--- src/rtl/alu_operand_stage_if.sv ---
// Decode-to-ALU operand stage bundle: decode handshake, bypass sources, ALU-side outputs.
// Master is the surrounding pipeline (decode/EX/MEM/WB); slave is the operand stage.
interface alu_operand_stage_if #(
    parameter int DATA_WIDTH = 32,
    parameter int REG_ADDR_W = 5
);
    logic                  id_valid;
    logic                  id_ready;
    logic [REG_ADDR_W-1:0] id_rs1_addr;
    logic [REG_ADDR_W-1:0] id_rs2_addr;
    logic [DATA_WIDTH-1:0] id_rs1_data;
    logic [DATA_WIDTH-1:0] id_rs2_data;
    logic [DATA_WIDTH-1:0] id_imm;
    logic                  id_alusrc;
    logic [2:0]            id_aluctrl;
    logic [REG_ADDR_W-1:0] id_rd_addr;
    logic                  id_regwrite;
    logic                  id_memread;
    logic                  flush;
    logic [REG_ADDR_W-1:0] exmem_rd;
    logic                  exmem_regwrite;
    logic [DATA_WIDTH-1:0] exmem_result;
    logic [REG_ADDR_W-1:0] memwb_rd;
    logic                  memwb_regwrite;
    logic [DATA_WIDTH-1:0] memwb_result;
    logic                  ex_valid;
    logic                  ex_ready;
    logic [DATA_WIDTH-1:0] ALUop1;
    logic [DATA_WIDTH-1:0] ALUop2;
    logic [2:0]            ALUctrl;
    logic [DATA_WIDTH-1:0] ex_store_data;
    logic [REG_ADDR_W-1:0] ex_rd_addr;
    logic                  ex_regwrite;
    logic                  ex_memread;

    modport master (
        output id_valid, id_rs1_addr, id_rs2_addr, id_rs1_data, id_rs2_data, id_imm,
               id_alusrc, id_aluctrl, id_rd_addr, id_regwrite, id_memread, flush,
               exmem_rd, exmem_regwrite, exmem_result, memwb_rd, memwb_regwrite,
               memwb_result, ex_ready,
        input  id_ready, ex_valid, ALUop1, ALUop2, ALUctrl, ex_store_data,
               ex_rd_addr, ex_regwrite, ex_memread
    );

    modport slave (
        input  id_valid, id_rs1_addr, id_rs2_addr, id_rs1_data, id_rs2_data, id_imm,
               id_alusrc, id_aluctrl, id_rd_addr, id_regwrite, id_memread, flush,
               exmem_rd, exmem_regwrite, exmem_result, memwb_rd, memwb_regwrite,
               memwb_result, ex_ready,
        output id_ready, ex_valid, ALUop1, ALUop2, ALUctrl, ex_store_data,
               ex_rd_addr, ex_regwrite, ex_memread
    );
endinterface

--- src/rtl/alu_operand_stage.sv ---
// ID/EX register feeding the ALU, with EX/MEM and MEM/WB operand bypass on the output side.
// Latency: 1 cycle from id acceptance to ALU inputs; 1 instruction/cycle without hazards.
// Backpressure: id_ready drops on ex stall, load-use (one bubble) or flush.
module alu_operand_stage #(
    parameter int DATA_WIDTH = 32,
    parameter int REG_ADDR_W = 5
) (
    input  logic                 clk,
    input  logic                 rst_n,
    alu_operand_stage_if.slave   bus
);
    logic                  vld;
    logic [REG_ADDR_W-1:0] rs1_addr;
    logic [REG_ADDR_W-1:0] rs2_addr;
    logic [DATA_WIDTH-1:0] rs1_dat;
    logic [DATA_WIDTH-1:0] rs2_dat;
    logic [DATA_WIDTH-1:0] imm;
    logic                  alusrc;
    logic [2:0]            aluctrl;
    logic [REG_ADDR_W-1:0] rd_addr;
    logic                  regwrite;
    logic                  memread;

    logic ex_hit1, ex_hit2, wb_hit1, wb_hit2;
    logic [DATA_WIDTH-1:0] fwd1, fwd2;
    logic load_use, accept;

    // x0 is hardwired zero, so a pending write to it must never be bypassed.
    assign ex_hit1 = bus.exmem_regwrite && (bus.exmem_rd != '0) && (bus.exmem_rd == rs1_addr);
    assign ex_hit2 = bus.exmem_regwrite && (bus.exmem_rd != '0) && (bus.exmem_rd == rs2_addr);
    assign wb_hit1 = bus.memwb_regwrite && (bus.memwb_rd != '0) && (bus.memwb_rd == rs1_addr);
    assign wb_hit2 = bus.memwb_regwrite && (bus.memwb_rd != '0) && (bus.memwb_rd == rs2_addr);

    assign fwd1 = ex_hit1 ? bus.exmem_result : (wb_hit1 ? bus.memwb_result : rs1_dat);
    assign fwd2 = ex_hit2 ? bus.exmem_result : (wb_hit2 ? bus.memwb_result : rs2_dat);

    // rs2 is compared even for immediate forms; stores still need it as data.
    assign load_use = vld && memread && (rd_addr != '0) && bus.id_valid &&
                      ((bus.id_rs1_addr == rd_addr) || (bus.id_rs2_addr == rd_addr));

    assign bus.id_ready = (!vld || bus.ex_ready) && !load_use && !bus.flush;
    assign accept       = bus.id_valid && bus.id_ready;

    assign bus.ex_valid      = vld;
    assign bus.ALUop1        = fwd1;
    assign bus.ALUop2        = alusrc ? imm : fwd2;
    assign bus.ALUctrl       = aluctrl;
    assign bus.ex_store_data = fwd2;
    assign bus.ex_rd_addr    = rd_addr;
    assign bus.ex_regwrite   = regwrite && vld;
    assign bus.ex_memread    = memread && vld;

    always_ff @(posedge clk) begin
        if (!rst_n) begin
            vld      <= 1'b0;
            rs1_addr <= '0;
            rs2_addr <= '0;
            rs1_dat  <= '0;
            rs2_dat  <= '0;
            imm      <= '0;
            alusrc   <= 1'b0;
            aluctrl  <= 3'b000;
            rd_addr  <= '0;
            regwrite <= 1'b0;
            memread  <= 1'b0;
        end else if (bus.flush) begin
            vld <= 1'b0;
        end else if (accept) begin
            vld      <= 1'b1;
            rs1_addr <= bus.id_rs1_addr;
            rs2_addr <= bus.id_rs2_addr;
            rs1_dat  <= bus.id_rs1_data;
            rs2_dat  <= bus.id_rs2_data;
            imm      <= bus.id_imm;
            alusrc   <= bus.id_alusrc;
            aluctrl  <= bus.id_aluctrl;
            rd_addr  <= bus.id_rd_addr;
            regwrite <= bus.id_regwrite;
            memread  <= bus.id_memread;
        end else if (!vld || bus.ex_ready) begin
            vld <= 1'b0;
        end else begin
            // Stalled: capture bypassed values so a producer leaving MEM/WB is not lost.
            rs1_dat <= fwd1;
            rs2_dat <= fwd2;
        end
    end
endmodule

--- src/flat_wrapper.sv ---
// flat-port wrapper written by rule: the top's interface ports become plain ports
module alu_operand_stage_flat 
#(
    parameter int DATA_WIDTH = 32,
    parameter int REG_ADDR_W = 5
)
  (clk, rst_n, bus_id_valid, bus_id_rs1_addr, bus_id_rs2_addr, bus_id_rs1_data, bus_id_rs2_data, bus_id_imm, bus_id_alusrc, bus_id_aluctrl, bus_id_rd_addr, bus_id_regwrite, bus_id_memread, bus_flush, bus_exmem_rd, bus_exmem_regwrite, bus_exmem_result, bus_memwb_rd, bus_memwb_regwrite, bus_memwb_result, bus_ex_ready, bus_id_ready, bus_ex_valid, bus_ALUop1, bus_ALUop2, bus_ALUctrl, bus_ex_store_data, bus_ex_rd_addr, bus_ex_regwrite, bus_ex_memread);
  alu_operand_stage_if #(.DATA_WIDTH(DATA_WIDTH), .REG_ADDR_W(REG_ADDR_W)) bus_i ();
  input  logic clk;
  input  logic rst_n;
  input wire logic [$bits(bus_i.id_valid)-1:0] bus_id_valid;
  input wire logic [$bits(bus_i.id_rs1_addr)-1:0] bus_id_rs1_addr;
  input wire logic [$bits(bus_i.id_rs2_addr)-1:0] bus_id_rs2_addr;
  input wire logic [$bits(bus_i.id_rs1_data)-1:0] bus_id_rs1_data;
  input wire logic [$bits(bus_i.id_rs2_data)-1:0] bus_id_rs2_data;
  input wire logic [$bits(bus_i.id_imm)-1:0] bus_id_imm;
  input wire logic [$bits(bus_i.id_alusrc)-1:0] bus_id_alusrc;
  input wire logic [$bits(bus_i.id_aluctrl)-1:0] bus_id_aluctrl;
  input wire logic [$bits(bus_i.id_rd_addr)-1:0] bus_id_rd_addr;
  input wire logic [$bits(bus_i.id_regwrite)-1:0] bus_id_regwrite;
  input wire logic [$bits(bus_i.id_memread)-1:0] bus_id_memread;
  input wire logic [$bits(bus_i.flush)-1:0] bus_flush;
  input wire logic [$bits(bus_i.exmem_rd)-1:0] bus_exmem_rd;
  input wire logic [$bits(bus_i.exmem_regwrite)-1:0] bus_exmem_regwrite;
  input wire logic [$bits(bus_i.exmem_result)-1:0] bus_exmem_result;
  input wire logic [$bits(bus_i.memwb_rd)-1:0] bus_memwb_rd;
  input wire logic [$bits(bus_i.memwb_regwrite)-1:0] bus_memwb_regwrite;
  input wire logic [$bits(bus_i.memwb_result)-1:0] bus_memwb_result;
  input wire logic [$bits(bus_i.ex_ready)-1:0] bus_ex_ready;
  output wire logic [$bits(bus_i.id_ready)-1:0] bus_id_ready;
  output wire logic [$bits(bus_i.ex_valid)-1:0] bus_ex_valid;
  output wire logic [$bits(bus_i.ALUop1)-1:0] bus_ALUop1;
  output wire logic [$bits(bus_i.ALUop2)-1:0] bus_ALUop2;
  output wire logic [$bits(bus_i.ALUctrl)-1:0] bus_ALUctrl;
  output wire logic [$bits(bus_i.ex_store_data)-1:0] bus_ex_store_data;
  output wire logic [$bits(bus_i.ex_rd_addr)-1:0] bus_ex_rd_addr;
  output wire logic [$bits(bus_i.ex_regwrite)-1:0] bus_ex_regwrite;
  output wire logic [$bits(bus_i.ex_memread)-1:0] bus_ex_memread;
  assign bus_i.id_valid = bus_id_valid;
  assign bus_i.id_rs1_addr = bus_id_rs1_addr;
  assign bus_i.id_rs2_addr = bus_id_rs2_addr;
  assign bus_i.id_rs1_data = bus_id_rs1_data;
  assign bus_i.id_rs2_data = bus_id_rs2_data;
  assign bus_i.id_imm = bus_id_imm;
  assign bus_i.id_alusrc = bus_id_alusrc;
  assign bus_i.id_aluctrl = bus_id_aluctrl;
  assign bus_i.id_rd_addr = bus_id_rd_addr;
  assign bus_i.id_regwrite = bus_id_regwrite;
  assign bus_i.id_memread = bus_id_memread;
  assign bus_i.flush = bus_flush;
  assign bus_i.exmem_rd = bus_exmem_rd;
  assign bus_i.exmem_regwrite = bus_exmem_regwrite;
  assign bus_i.exmem_result = bus_exmem_result;
  assign bus_i.memwb_rd = bus_memwb_rd;
  assign bus_i.memwb_regwrite = bus_memwb_regwrite;
  assign bus_i.memwb_result = bus_memwb_result;
  assign bus_i.ex_ready = bus_ex_ready;
  assign bus_id_ready = bus_i.id_ready;
  assign bus_ex_valid = bus_i.ex_valid;
  assign bus_ALUop1 = bus_i.ALUop1;
  assign bus_ALUop2 = bus_i.ALUop2;
  assign bus_ALUctrl = bus_i.ALUctrl;
  assign bus_ex_store_data = bus_i.ex_store_data;
  assign bus_ex_rd_addr = bus_i.ex_rd_addr;
  assign bus_ex_regwrite = bus_i.ex_regwrite;
  assign bus_ex_memread = bus_i.ex_memread;
  alu_operand_stage #(.DATA_WIDTH(DATA_WIDTH), .REG_ADDR_W(REG_ADDR_W)) u_core (.clk(clk), .rst_n(rst_n), .bus(bus_i));
endmodule
--- config.mk ---
export PLATFORM = sky130hd
export DESIGN_NAME = alu_operand_stage_flat
export DESIGN_NICKNAME = d
export VERILOG_FILES = /design/src/rtl/alu_operand_stage_if.sv /design/src/rtl/alu_operand_stage.sv /design/src/flat_wrapper.sv
export SDC_FILE = /design/constraint.sdc
export NUM_CORES = 1
export LEC_CHECK = 0
export CELL_PAD_IN_SITES_DETAIL_PLACEMENT = 0
export CELL_PAD_IN_SITES_GLOBAL_PLACEMENT = 1
export CORE_MARGIN = 1.5
export CORE_UTILIZATION = 28
export DETAILED_ROUTE_END_ITERATION = 10
export PLACE_DENSITY_LB_ADDON = 0.1
export SLEW_MARGIN = 20
export SYNTH_ARGS = -nofsm -noshare
export SYNTH_HDL_FRONTEND = slang
export SYNTH_SLANG_ARGS = --single-unit
--- constraint.sdc ---
create_clock -name clk -period 3.7 [get_ports clk]
set_input_delay 1.11 -clock clk [delete_from_list [all_inputs] [get_ports clk]]
set_output_delay 1.11 -clock clk [all_outputs]
set_load 0.03 [all_outputs]
# Word level (Yosys, flattened, before mapping)
# Index checks and enable logic that the tools add are counted.
# word_totals
mem_bits_ro	0
output_inout_bits	108
mem_bits_rw	0
in_bits	198
latch_bits	0
elab_cells	57
memories	0
ff_bits	118
# classes
n_bitwise	2
order_cmp	0
n_addsub	0
n_eq_ne	7
div	0
reduce_logical	26
mux	11
n_shift	0
multipliers	0
# op_table
cell	n
32-bit 2-to-1 mux	9
5-bit == test	6
5-bit nonzero test	3
1-bit logical AND	14
2-bit AND reduction	2
1-bit zero test	3
1-bit logical OR	2
1-bit 2-to-1 mux	2
2-bit by 1-bit inequality test with 1-bit output (second input constant)	1
1-bit NOT	2
2-bit nonzero test	1
2-bit OR reduction	1

# Depth between registers and ports, before layout
# depth
ltp_word	10
ltp_mapped	8
mapped_depth_nobuf	6

# Worst setup path after synthesis
# Ideal clock, no wire load.
# synth_timing
kind	input port to output port
startpoint	input bus_exmem_rd[0]
endpoint	output bus_ALUop2[0]
cell_stages	7
slack_ns	-0.479
arrival_ns	3.069
required_time_ns	2.590
path_buffers	2
cell_sequence	xnor2_1 nand3_1 or4_1 buf_2 buf_2 a21oi_1 mux2_2
# synth_via
elab_chain_cells	5
elab_cells_between_ends	6
cone_classes	1 x eq/ne; 2 x mux; 3 x reduce/logical
# synth_lines
item	line	source
from (decl)	flat_wrapper.sv:23	input wire logic [$bits(bus_i.exmem_rd)-1:0] bus_exmem_rd;
5-bit nonzero test	alu_operand_stage.sv:30	assign ex_hit2 = bus.exmem_regwrite && (bus.exmem_rd != '0) && (bus.exmem_rd == rs2_addr);
1-bit logical AND	alu_operand_stage.sv:30	
1-bit logical AND (*)	alu_operand_stage.sv:30	
32-bit 2-to-1 mux (*)	alu_operand_stage.sv:35	assign fwd2 = ex_hit2 ? bus.exmem_result : (wb_hit2 ? bus.memwb_result : rs2_dat);
named net bus_ex_store_data[0]	flat_wrapper.sv:35	output wire logic [$bits(bus_i.ex_store_data)-1:0] bus_ex_store_data;
32-bit 2-to-1 mux (*)	alu_operand_stage.sv:46	assign bus.ALUop2 = alusrc ? imm : fwd2;
to (decl)	flat_wrapper.sv:33	output wire logic [$bits(bus_i.ALUop2)-1:0] bus_ALUop2;
# Mark *: on every way through the listed nets, which the timed path passes. The rest lies on a longest branch.

# Worst setup path after layout
# layout_timing
startpoint	input bus_memwb_rd[0]
endpoint	output bus_ALUop2[19]
# layout_via
elab_chain_cells	6
elab_cells_between_ends	7
cone_classes	1 x eq/ne; 3 x mux; 3 x reduce/logical
# layout_lines
item	line	source
from (decl)	flat_wrapper.sv:26	input wire logic [$bits(bus_i.memwb_rd)-1:0] bus_memwb_rd;
5-bit nonzero test	alu_operand_stage.sv:32	assign wb_hit2 = bus.memwb_regwrite && (bus.memwb_rd != '0) && (bus.memwb_rd == rs2_addr);
1-bit logical AND	alu_operand_stage.sv:32	
1-bit logical AND (*)	alu_operand_stage.sv:32	
32-bit 2-to-1 mux (*) (2 in series)	alu_operand_stage.sv:35	
32-bit 2-to-1 mux (*)	alu_operand_stage.sv:46	
# Mark *: on every way between the ends. The rest lies on a longest branch, timed or not.

==> run_results.csv <==
group,metric,value,unit
clock_tree,cts_hold_buf,0,
routing,vias,8507,
synthesis,ys_seq_elements,118,
flow_run,cap_violations,0,
routing,wire_per_inst,20.0,µm
grt,grt_pass1_vias,8816,
floorplan,fp.dieW,163,µm
synthesis,ys_seq_area_share,33.0,%
sta,worst_slew_pin_slew,0.945,ns
routing,viasPerCell,5.11,
sta,skew,0.0121,ns
sta,relSlewSlack,36.8,%
routing,drtIter0Drc,450,
synthesis,synth-async-reset-ratio,0,%
critical_path,cp_top_family,"buffers and inverters",
place,place_ws,-1.19,ns
layout,final_nets,1523,
grt,grt_max_degree,119,
synthesis,synth_ff_type,"dfxtp_1",
sta,timing.hold.ws,0.451,ns
sta,setup_ws,-0.539,ns
clock_tree,cts_max_path_buffers,2,
synthesis,synth_edf_count,0,
min_path,min_path_type,"flop to flop",
critical_path,crit_chain,"buf_6 > or4_4 > o21ai_4 > nor4_4 > buf_12 > buf_12 > buf_8 > mux2i_4 > a21oi_4 > mux2_4 > buf_6",
synthesis,syn_area_per_cell,8.30,µm²
synthesis,yosys-top-cells-area,"dfxtp_1 (33%), nand2_1 (6.9%), mux2i_1 (5.4%)",
power,p_sw,0.00143,W
floorplan,dieHeight,163,µm
grt,grt_remaining_overflow,0,
floorplan,core_area,25200,µm²
routing,ant_nets,0,
synthesis,syn_area,7170,µm²
clock_tree,htree_levels,4,
critical_path,worstSetupEndpointType,"output port",
floorplan,row_count,58,
power,p_comb_share,34.3,%
power,clock_power_share,34.7,%
power,p_seq_share,31.1,%
critical_path,worstPathRequired,2.59,ns
layout,area_growth_syn_to_layout,108,%
critical_path,crit_fanout,4,
clock_tree,clk_pin_slew_worst_paths,0.06,ns
synthesis,yosysWarningCount,0,
critical_path,crit_type,"input port to output port",
critical_path,worst-endpoint-arrival,3.13,ns
routing,drt_first_pass_iters,5,
power,intPower,0.00316,W
sta,rsz0062_at_grt,"true",
critical_path,max_stage_delay,0.55,ns
power,power_density,308,nW/µm²
critical_path,critPathBufInv,5,
critical_path,start_kind,"input port",
place,gp_congestion,0.794,
clock_tree,cts_root_buf,"clkbuf_16",
sta,setup_violations,96,
sta,finalCriticalPeriod,4.24,ns
grt,grt_pass1_wl,50.6,mm
synthesis,syn-num-nets,1061,
sta,finalCritPeriodShare,115,%
synthesis,synthCells,863,
floorplan,die_area,26600,µm²
place,portBuffers,305,
outcome,violations,"negative setup slack",
layout,fillers,2225,
synthesis,yosysTopAreaCell,"dfxtp_1",
clock_tree,cts_buffers,17,
routing,wirelength,33.4,mm
power,switching_share,31.2,%
sta,hold_viol_final,0,
synthesis,synth_top_area_share,33.0,%
layout,num_antenna_cells,0,
sta,drv_slew,0,
sta,fmax,236,MHz
clock_tree,cts_tree,"done",
grt,grt_use_total,25.1,%
critical_path,slowest_stage,"or4_4",
clock_tree,clkLatencyLatePin,0.42,ns
layout,drive_above_1_share,44.9,%
grt,antenna_found_initial,0,
power,p_leak,5.70,nW
place,dp_hpwl,20.7,mm
floorplan,initial_core_util,28.5,%
floorplan,io_pins,306,
clock_tree,clock-sinks,118,
power,ir_drop,0.211,mV
outcome,status,"complete, but fails checks",
synthesis,yosys.cell_types.count,43,
routing,drc,0,
## power groups by stage
stage / Combinational, W / Clock, W / Sequential, W
after floorplan: 0.000715 / 0 / 0.00142
after global placement: 0.00133 / 0 / 0.00143
after detailed placement: 0.00133 / 0 / 0.00143
after CTS: 0.00154 / 0.00162 / 0.00142
after global routing: 0.00166 / 0.00167 / 0.00143
final: 0.00157 / 0.00159 / 0.00143
## through the flow
step                      cells  TNS, ns  total power, W  cell area, µm²  utilization (%)
after floorplan             863    -5.30         0.00214            7950                -
after global placement     1565  -104.15         0.00276           12000             47.7
after detailed placement   1565  -107.93         0.00277           12000             47.7
after CTS                  1655   -46.78         0.00457           14500             57.6
after global routing       1666   -45.51         0.00477           14900             59.3
final                      1666   -40.26         0.00459           14900             59.3
## synthesized netlist by cell type, types with 28 or more instances
master    count
a31oi_1      32
buf_2        28
a21oi_2      30
o21ai_1      32
nand2_1     132
o21a_1       32
mux2_2       32
o21ai_0      34
a21boi_1     50
mux2i_1      39
clkbuf_1     31
dfxtp_1     118
nor2_1       68
a21oi_1      60
a211o_1      32
## placed cells by master, fill, tap and decap left out, drive strengths merged, types with 2 or more instances in the layout
cell type | synthesis | final
nand4 | 2 | 2
clkbuf | 31 | 26
mux2 | 32 | 32
a21boi | 53 | 53
o31a | 2 | 2
or4 | 4 | 4
a211o | 32 | 32
and2 | 3 | 3
xor2 | 14 | 14
clkdlybuf4s50 | 0 | 194
o21ai | 68 | 68
mux2i | 39 | 39
inv | 2 | 2
o221a | 32 | 32
a31oi | 32 | 32
nand3 | 2 | 2
dfxtp | 118 | 118
o21a | 32 | 32
clkinvlp | 0 | 2
xnor2 | 16 | 16
o211ai | 3 | 3
nand2 | 132 | 132
nor3 | 2 | 2
nor2 | 69 | 70
a21oi | 90 | 90
or2 | 2 | 2
buf | 45 | 318
clkinv | 0 | 6
## flip-flops by register name, indices dropped and copies added, names as in the netlist
| register | count |
|---|---|
| u_core.bus.ex_valid | 1 |
| u_core.rs2_addr | 5 |
| u_core.bus.ALUctrl | 3 |
| u_core.imm | 32 |
| u_core.alusrc | 1 |
| u_core.memread | 1 |
| u_core.rs1_addr | 5 |
| u_core.rs1_dat | 32 |
| u_core.regwrite | 1 |
| u_core.rs2_dat | 32 |
| u_core.bus.ex_rd_addr | 5 |
## cell families after synthesis
group	after synthesis	share of synthesized area, %
xor gates and xnor gates	30	3.67
buffers and inverters	79	6.15
muxes	71	10.5
DFF	118	33.0
and+or+nand+nor	219	12.4
AOI/OAI and AO/OA	346	34.3
## routing by layer
layer	routed length, µm	part of all wire, %	global-route usage, %	vias to the layer above
met5	0	0	0	-
met4	532	1.6	6.71	0
met3	2010	6.0	5.47	32
met2	16300	49	43.1	278
met1	14500	44	31.5	4133
li1	-	-	-	4064
## what timing repair did
action / in CTS / in global routing
resized for setup: 405 / 91
cloned: 10 / 1
endpoints found under the setup margin: 96 / 97
pin swaps: 41 / 57
buffers inserted: 51 / 26
## worst paths after layout
| kind | startpoint | end | cells past startpoint | slack [ns] |
|---|---|---|---|---|
| worst max register to register | u_core.rs1_addr[0] | u_core.rs1_dat[6] | 10 | 1.26 |
| worst min register to register | u_core.memread | u_core.memread | 2 | 0.45 |
| worst max-delay path | bus_memwb_rd[0] | bus_ALUop2[19] | 11 | -0.54 |
| worst min-delay path | u_core.memread | u_core.memread | 2 | 0.45 |
## worst register-to-register path, cell delays in order, from the launching register on
cell and delay, ns:
dfxtp_1 0.40, xnor2_1 0.14, nand4_1 0.33, nor2_4 0.34, buf_12 0.22, a21oi_2 0.08, buf_4 0.15, buf_4 0.12
buf_4 0.12, a211o_1 0.29, a31oi_1 0.17
## final cells by class
cell class	instances	area (µm²)	share of cell area, %
timing repair buffer	519	5510	36.9
multi-input combinational	667	6080	40.7
tap	330	413	2.77
clock buffer	21	470	3.15
sequential	118	2360	15.8
clock inverter	9	78.8	0.528
inverter	2	7.51	0.0503
(Power assumes the default switching activity.)
